## src/rtl/mult_share_arbiter.sv

```systemverilog
// mult_share_arbiter
// -----------------------------------------------------------------------------
// Shares one sequential signed multiplier core between two requesters.
// A round-robin grant picks a requester in IDLE. Its operands are latched and
// presented to the core, and one start pulse is issued. The block then waits
// for the core's ready pulse under a watchdog. The product, or a timeout
// response, is held with the winner's ID until the consumer accepts it.
//
// Ports
//   clock_i, reset_i          rising-edge clock, synchronous active-high reset
//   reqN_i, aN_i, bN_i        requester N request with its operands (N = 0, 1)
//   ackN_o                    one-cycle pulse: requester N granted, operands taken
//   mul_start_o               one-cycle start pulse to the multiplier core
//   mul_multiplicand_o        latched operand, held until the next grant
//   mul_multiplier_o          latched operand, held until the next grant
//   mul_ready_i               core completion pulse (honoured only while waiting)
//   mul_result_i, mul_negative_i, mul_overflow_i
//                             core product and flags, valid with mul_ready_i
//   rsp_valid_o / rsp_ready_i response handshake
//   rsp_id_o                  requester that owns the response
//   rsp_result_o, rsp_negative_o, rsp_overflow_o
//                             captured product and flags (all zero on timeout)
//   rsp_timeout_o             core did not answer within TIMEOUT wait cycles
//   busy_o                    high whenever the controller is not idle
// -----------------------------------------------------------------------------
module mult_share_arbiter #(
  parameter int LENGTH  = 5,
  parameter int TIMEOUT = 16
) (
  input  logic                  clock_i,
  input  logic                  reset_i,
  input  logic                  req0_i,
  input  logic [LENGTH-1:0]     a0_i,
  input  logic [LENGTH-1:0]     b0_i,
  output logic                  ack0_o,
  input  logic                  req1_i,
  input  logic [LENGTH-1:0]     a1_i,
  input  logic [LENGTH-1:0]     b1_i,
  output logic                  ack1_o,
  output logic                  mul_start_o,
  output logic [LENGTH-1:0]     mul_multiplicand_o,
  output logic [LENGTH-1:0]     mul_multiplier_o,
  input  logic                  mul_ready_i,
  input  logic [2*LENGTH-1:0]   mul_result_i,
  input  logic                  mul_negative_i,
  input  logic                  mul_overflow_i,
  output logic                  rsp_valid_o,
  input  logic                  rsp_ready_i,
  output logic                  rsp_id_o,
  output logic [2*LENGTH-1:0]   rsp_result_o,
  output logic                  rsp_negative_o,
  output logic                  rsp_overflow_o,
  output logic                  rsp_timeout_o,
  output logic                  busy_o
);

  localparam int              CW       = $clog2(TIMEOUT);
  localparam logic [CW-1:0]   CNT_LAST = CW'(TIMEOUT - 1);

  typedef enum logic [1:0] {
    S_IDLE,
    S_ISSUE,
    S_WAIT,
    S_DONE
  } state_t;

  state_t                state_q;
  logic                  rr_ptr_q;
  logic                  gnt_id_q;
  logic [CW-1:0]         cnt_q;
  logic [LENGTH-1:0]     mcand_q;
  logic [LENGTH-1:0]     mplier_q;
  logic                  ack0_q;
  logic                  ack1_q;
  logic                  start_q;
  logic                  rsp_valid_q;
  logic                  rsp_id_q;
  logic [2*LENGTH-1:0]   rsp_result_q;
  logic                  rsp_negative_q;
  logic                  rsp_overflow_q;
  logic                  rsp_timeout_q;
  logic                  busy_q;

  // Winner selection: a lone requester wins outright; on contention the
  // round-robin pointer decides.
  logic any_req_d;
  logic gnt_d;

  always_comb begin
    any_req_d = req0_i | req1_i;
    gnt_d     = (req0_i && req1_i) ? rr_ptr_q : req1_i;
  end

  always_ff @(posedge clock_i) begin
    if (reset_i) begin
      state_q        <= S_IDLE;
      rr_ptr_q       <= 1'b0;
      gnt_id_q       <= 1'b0;
      cnt_q          <= '0;
      mcand_q        <= '0;
      mplier_q       <= '0;
      ack0_q         <= 1'b0;
      ack1_q         <= 1'b0;
      start_q        <= 1'b0;
      rsp_valid_q    <= 1'b0;
      rsp_id_q       <= 1'b0;
      rsp_result_q   <= '0;
      rsp_negative_q <= 1'b0;
      rsp_overflow_q <= 1'b0;
      rsp_timeout_q  <= 1'b0;
      busy_q         <= 1'b0;
    end else begin
      // Grant and start are single-cycle pulses.
      ack0_q  <= 1'b0;
      ack1_q  <= 1'b0;
      start_q <= 1'b0;

      case (state_q)
        S_IDLE: begin
          if (any_req_d) begin
            gnt_id_q <= gnt_d;
            mcand_q  <= gnt_d ? a1_i : a0_i;
            mplier_q <= gnt_d ? b1_i : b0_i;
            ack0_q   <= ~gnt_d;
            ack1_q   <= gnt_d;
            start_q  <= 1'b1;
            busy_q   <= 1'b1;
            state_q  <= S_ISSUE;
          end
        end

        S_ISSUE: begin
          cnt_q   <= '0;
          state_q <= S_WAIT;
        end

        S_WAIT: begin
          // Ready takes priority over the watchdog on the final wait cycle.
          if (mul_ready_i) begin
            rsp_result_q   <= mul_result_i;
            rsp_negative_q <= mul_negative_i;
            rsp_overflow_q <= mul_overflow_i;
            rsp_timeout_q  <= 1'b0;
            rsp_id_q       <= gnt_id_q;
            rsp_valid_q    <= 1'b1;
            state_q        <= S_DONE;
          end else if (cnt_q == CNT_LAST) begin
            rsp_result_q   <= '0;
            rsp_negative_q <= 1'b0;
            rsp_overflow_q <= 1'b0;
            rsp_timeout_q  <= 1'b1;
            rsp_id_q       <= gnt_id_q;
            rsp_valid_q    <= 1'b1;
            state_q        <= S_DONE;
          end else begin
            cnt_q <= cnt_q + 1'b1;
          end
        end

        S_DONE: begin
          // Response fields stay put after acceptance; only valid drops.
          if (rsp_ready_i) begin
            rsp_valid_q <= 1'b0;
            busy_q      <= 1'b0;
            rr_ptr_q    <= ~gnt_id_q;
            state_q     <= S_IDLE;
          end
        end

        default: begin
          rsp_valid_q <= 1'b0;
          busy_q      <= 1'b0;
          state_q     <= S_IDLE;
        end
      endcase
    end
  end

  assign ack0_o             = ack0_q;
  assign ack1_o             = ack1_q;
  assign mul_start_o        = start_q;
  assign mul_multiplicand_o = mcand_q;
  assign mul_multiplier_o   = mplier_q;
  assign rsp_valid_o        = rsp_valid_q;
  assign rsp_id_o           = rsp_id_q;
  assign rsp_result_o       = rsp_result_q;
  assign rsp_negative_o     = rsp_negative_q;
  assign rsp_overflow_o     = rsp_overflow_q;
  assign rsp_timeout_o      = rsp_timeout_q;
  assign busy_o             = busy_q;

endmodule

```

## config.mk

```make
export PLATFORM = sky130hd
export DESIGN_NAME = mult_share_arbiter
export DESIGN_NICKNAME = d
export VERILOG_FILES = /design/src/rtl/mult_share_arbiter.sv
export SDC_FILE = /design/constraint.sdc
export NUM_CORES = 1
export LEC_CHECK = 0
export ABC_AREA = 1
export CAP_MARGIN = 20
export CORE_MARGIN = 2
export CORE_UTILIZATION = 50
export CTS_CLUSTER_SIZE = 30
export DETAILED_ROUTE_END_ITERATION = 7
export DONT_BUFFER_PORTS = 1
export PLACE_DENSITY = 0.7
export SYNTH_ARGS = -nofsm -noshare
export SYNTH_HDL_FRONTEND = slang
export SYNTH_SLANG_ARGS = --single-unit
```

## constraint.sdc

```tcl
create_clock -name clock_i -period 2.23 [get_ports clock_i]
set_input_delay 0.223 -clock clock_i [delete_from_list [all_inputs] [get_ports clock_i]]
set_output_delay 0.223 -clock clock_i [all_outputs]
set_load 0.01 [all_outputs]
```

==> impl_metrics.yaml, run 1 <==
run_status:
  outcome: "complete, no violations"
final_layout:
  layout.cells.non_filler: 297
  syn2layout_area_growth_pct: 13.4
  final_cell_mix: "nand2_1 (65), nor2_1 (42), dfxtp_1 (37)"
  fin_nets: 294
  finish.utilization: 0.587
  final_area_um2: 1940
  drive_above_1_share: 0.0996
  final_common_cell: "nand2_1"
  antenna_cells: 0
  fill_cells: 318
place:
  place_area_um2: 1720
  dp.cells: 277
  post-dp-hpwl_um: 2300
  place_ws_ns: 0.679
  numPortBuffers: 0
  routabilityCongestion: 0.742
sta:
  fin_ws_ns: 0.303
  fin_tns_setup_ns: 0
  period_share: 0.864
  worst_slew_pin_slew_ns: 0.693
  maxSlewViolCount: 0
  min_period_ns: 1.93
  rsz0062_at_grt: "false"
  final_hold_viol_count: 0
  maxSlewHeadroom: 0.537
  finalClockSkew_ns: 0.00224
  max_freq_mhz: 519
  final-setup-viol-count: 0
global_route:
  overflow: 0
  met2_usage: 0.289
  grtUsageMet1: 0.209
  grt_max_degree: 23
  grt_pass1_vias: 1265
  grt_pass1_wl_um: 5580
  grt_use_total: 0.180
  antenna_found_initial: 0
  met3_usage: 0.0739
  grt-busiest-layer: "met2"
critical_path:
  cp-end-kind: "flop"
  path_class: "flop to flop"
  worstPathMaxFanout: 13
  crit_slowest_cell: "dlygate4sd3_1"
  path_cells: "inv_1 -> ha_1 -> nand2_1 -> inv_2 -> nand2_1 -> a21oi_1 -> dlygate4sd3_1"
  arrival_ns: 2.22
  cp-start-kind: "flop"
  required_ns: 2.53
  max_stage_delay_ns: 0.56
  cpMostUsedCell: "nand2_1"
drt:
  first_pass_iters: 4
  drtIter0Drc: 32
  vias: 1425
  drt-total-wl_um: 3330
  ant_nets: 0
  drt-vias-per-instance: 4.80
  wire_per_inst_um: 11.2
  drc: 0
clock_network:
  cts.clk_slew.worst_paths_ns: 0.12
  clk_latency_ns: 0.34
  cts_setup_buffers: 0
  cts_tree: "built"
  cts_resized: 0
  cts-root-buf: "clkbuf_4"
  cts_buffers: 5
  htreeDepth: 2
  clock_sinks: 37
  clock_path_buffers: 2
pwr:
  ir_worst_vdd_uv: 473
  p_leak_nw: 0.847
  p_per_area_nw_per_um2: 1060
logic_synthesis:
  syn_area_um2: 1710
  synth_seq_area_share: 0.432
  synth_nets: 283
  syn_avg_cell_area_um2: 7.17
  yosys_warnings: 0
  yosys_register_bits: 37
  syn_inst: 239
  synth_cell_types: 28
floorplanning:
  initial_core_util: 0.517
  std_cell_rows: 21
  die_area_um2: 3910
  io_pins: 67
  die_y_um: 62.5
  core-area_um2: 3310
  die_w_um: 62.5
worst_hold_path:
  hold_class: "primary input to flop"
flow_run:
  maxCapViolCount: 0
## logic make-up after synthesis
family | count (synthesis) | synth area share
compound gates | 36 | 0.117
flops | 37 | 0.432
simple gates | 125 | 0.311
buf+inv | 35 | 0.0957
fa+ha+maj | 6 | 0.0438
## sequential cells by signal, summed over array words and instances, names as in the netlist, 2 cells and up
signal and cells:
state_q 2, cnt_q 4, mul_multiplier_o 5, rsp_result_o 10
mul_multiplicand_o 5
## final cells by class
class | count | area [µm²] | share of cell area
Clock buffer | 5 | 37.5 | 0.0193
Clock inverter | 3 | 68.8 | 0.0354
Inverter | 26 | 103 | 0.0528
Multi-Input combinational cell | 167 | 808 | 0.416
Sequential cell | 37 | 741 | 0.381
Tap cell | 46 | 57.6 | 0.0296
Timing Repair Buffer | 13 | 128 | 0.0657
## power by group
| group | internal (W) | total (W) | switching (W) |
|---|---|---|---|
| combinational | 0.000189 | 0.000512 | 0.000324 |
| clock | 0.000353 | 0.000589 | 0.000237 |
| sequential | 0.000802 | 0.000952 | 0.000150 |
| total | 0.00134 | 0.00205 | 0.000710 |
## critical path: cells and delay by family, from the launching register on
kind                     cells  cell delay (ns)
buffers and inverters        3             0.86
flip-flops                   1             0.36
AO/OA/AOI/OAI                1             0.14
adder cells (fa/ha/maj)      1             0.33
AND/OR/NAND/NOR              2             0.19
## cell usage after synthesis
cell type  count  share of area
a21boi_0       1         0.0044
nand2_2        3          0.011
clkbuf_2       1         0.0029
clkbuf_1       1         0.0022
nor3_1         1         0.0029
inv_2          3         0.0066
nand3_4        1          0.010
nor2_4         1         0.0066
dfxtp_1       37           0.43
buf_2          3         0.0088
inv_1         22          0.048
a21boi_2       1         0.0066
a21oi_2        3          0.015
buf_4          2         0.0088
nand4_1        3          0.011
clkinv_4       1         0.0051
nor2_2         1         0.0037
nand2_4        1         0.0066
nand2_1       65           0.14
nand3b_1       1         0.0044
nand3_2        1         0.0058
buf_6          2          0.013
a21oi_1       16          0.047
nand3_1        5          0.015
o21ai_1        2         0.0058
ha_1           6          0.044
o21ai_0       13          0.038
nor2_1        42          0.092
## metrics by stage
step                      total power, W  hold slack (ns)
final                            0.00205           0.0190
after global routing             0.00221          0.00782
after CTS                        0.00208         0.000636
after detailed placement         0.00147            0.290
after global placement           0.00145            0.288
after floorplan                  0.00138            0.370
## final timing paths
| check | slack, ns | depth (start not counted) | from | end |
|---|---|---|---|---|
| hold reg to reg | 0.49 | 1 | gnt_id_q | rr_ptr_q |
| setup / recovery | 0.30 | 7 | state_q[0] | rsp_result_o[0] |
| setup reg to reg | 0.30 | 7 | state_q[0] | rsp_result_o[0] |
| hold / removal | 0.02 | 2 | mul_result_i[5] | rsp_result_o[5] |
## per-layer routing
metal | routed length [µm] | up-vias
met4 | 78 | 0
met2 | 1480 | 55
met5 | 0 | -
met3 | 291 | 9
li1 | - | 762
met1 | 1490 | 599
## repair_timing
| action | in CTS | in global routing |
|---|---|---|
| setup endpoints to repair | 0 | 0 |
| hold buffers | 10 | 2 |
| hold endpoints to repair | 17 | 2 |
(Power assumes the default switching activity.)
==> run 2, diff against run 1 <==
- CTS_BUF_LIST: not set -> sky130_fd_sc_hd__clkbuf_4 sky130_fd_sc_hd__clkbuf_8
==> results of run 2 <==
Final layout, timing and power as in run 1 (identical DEF).
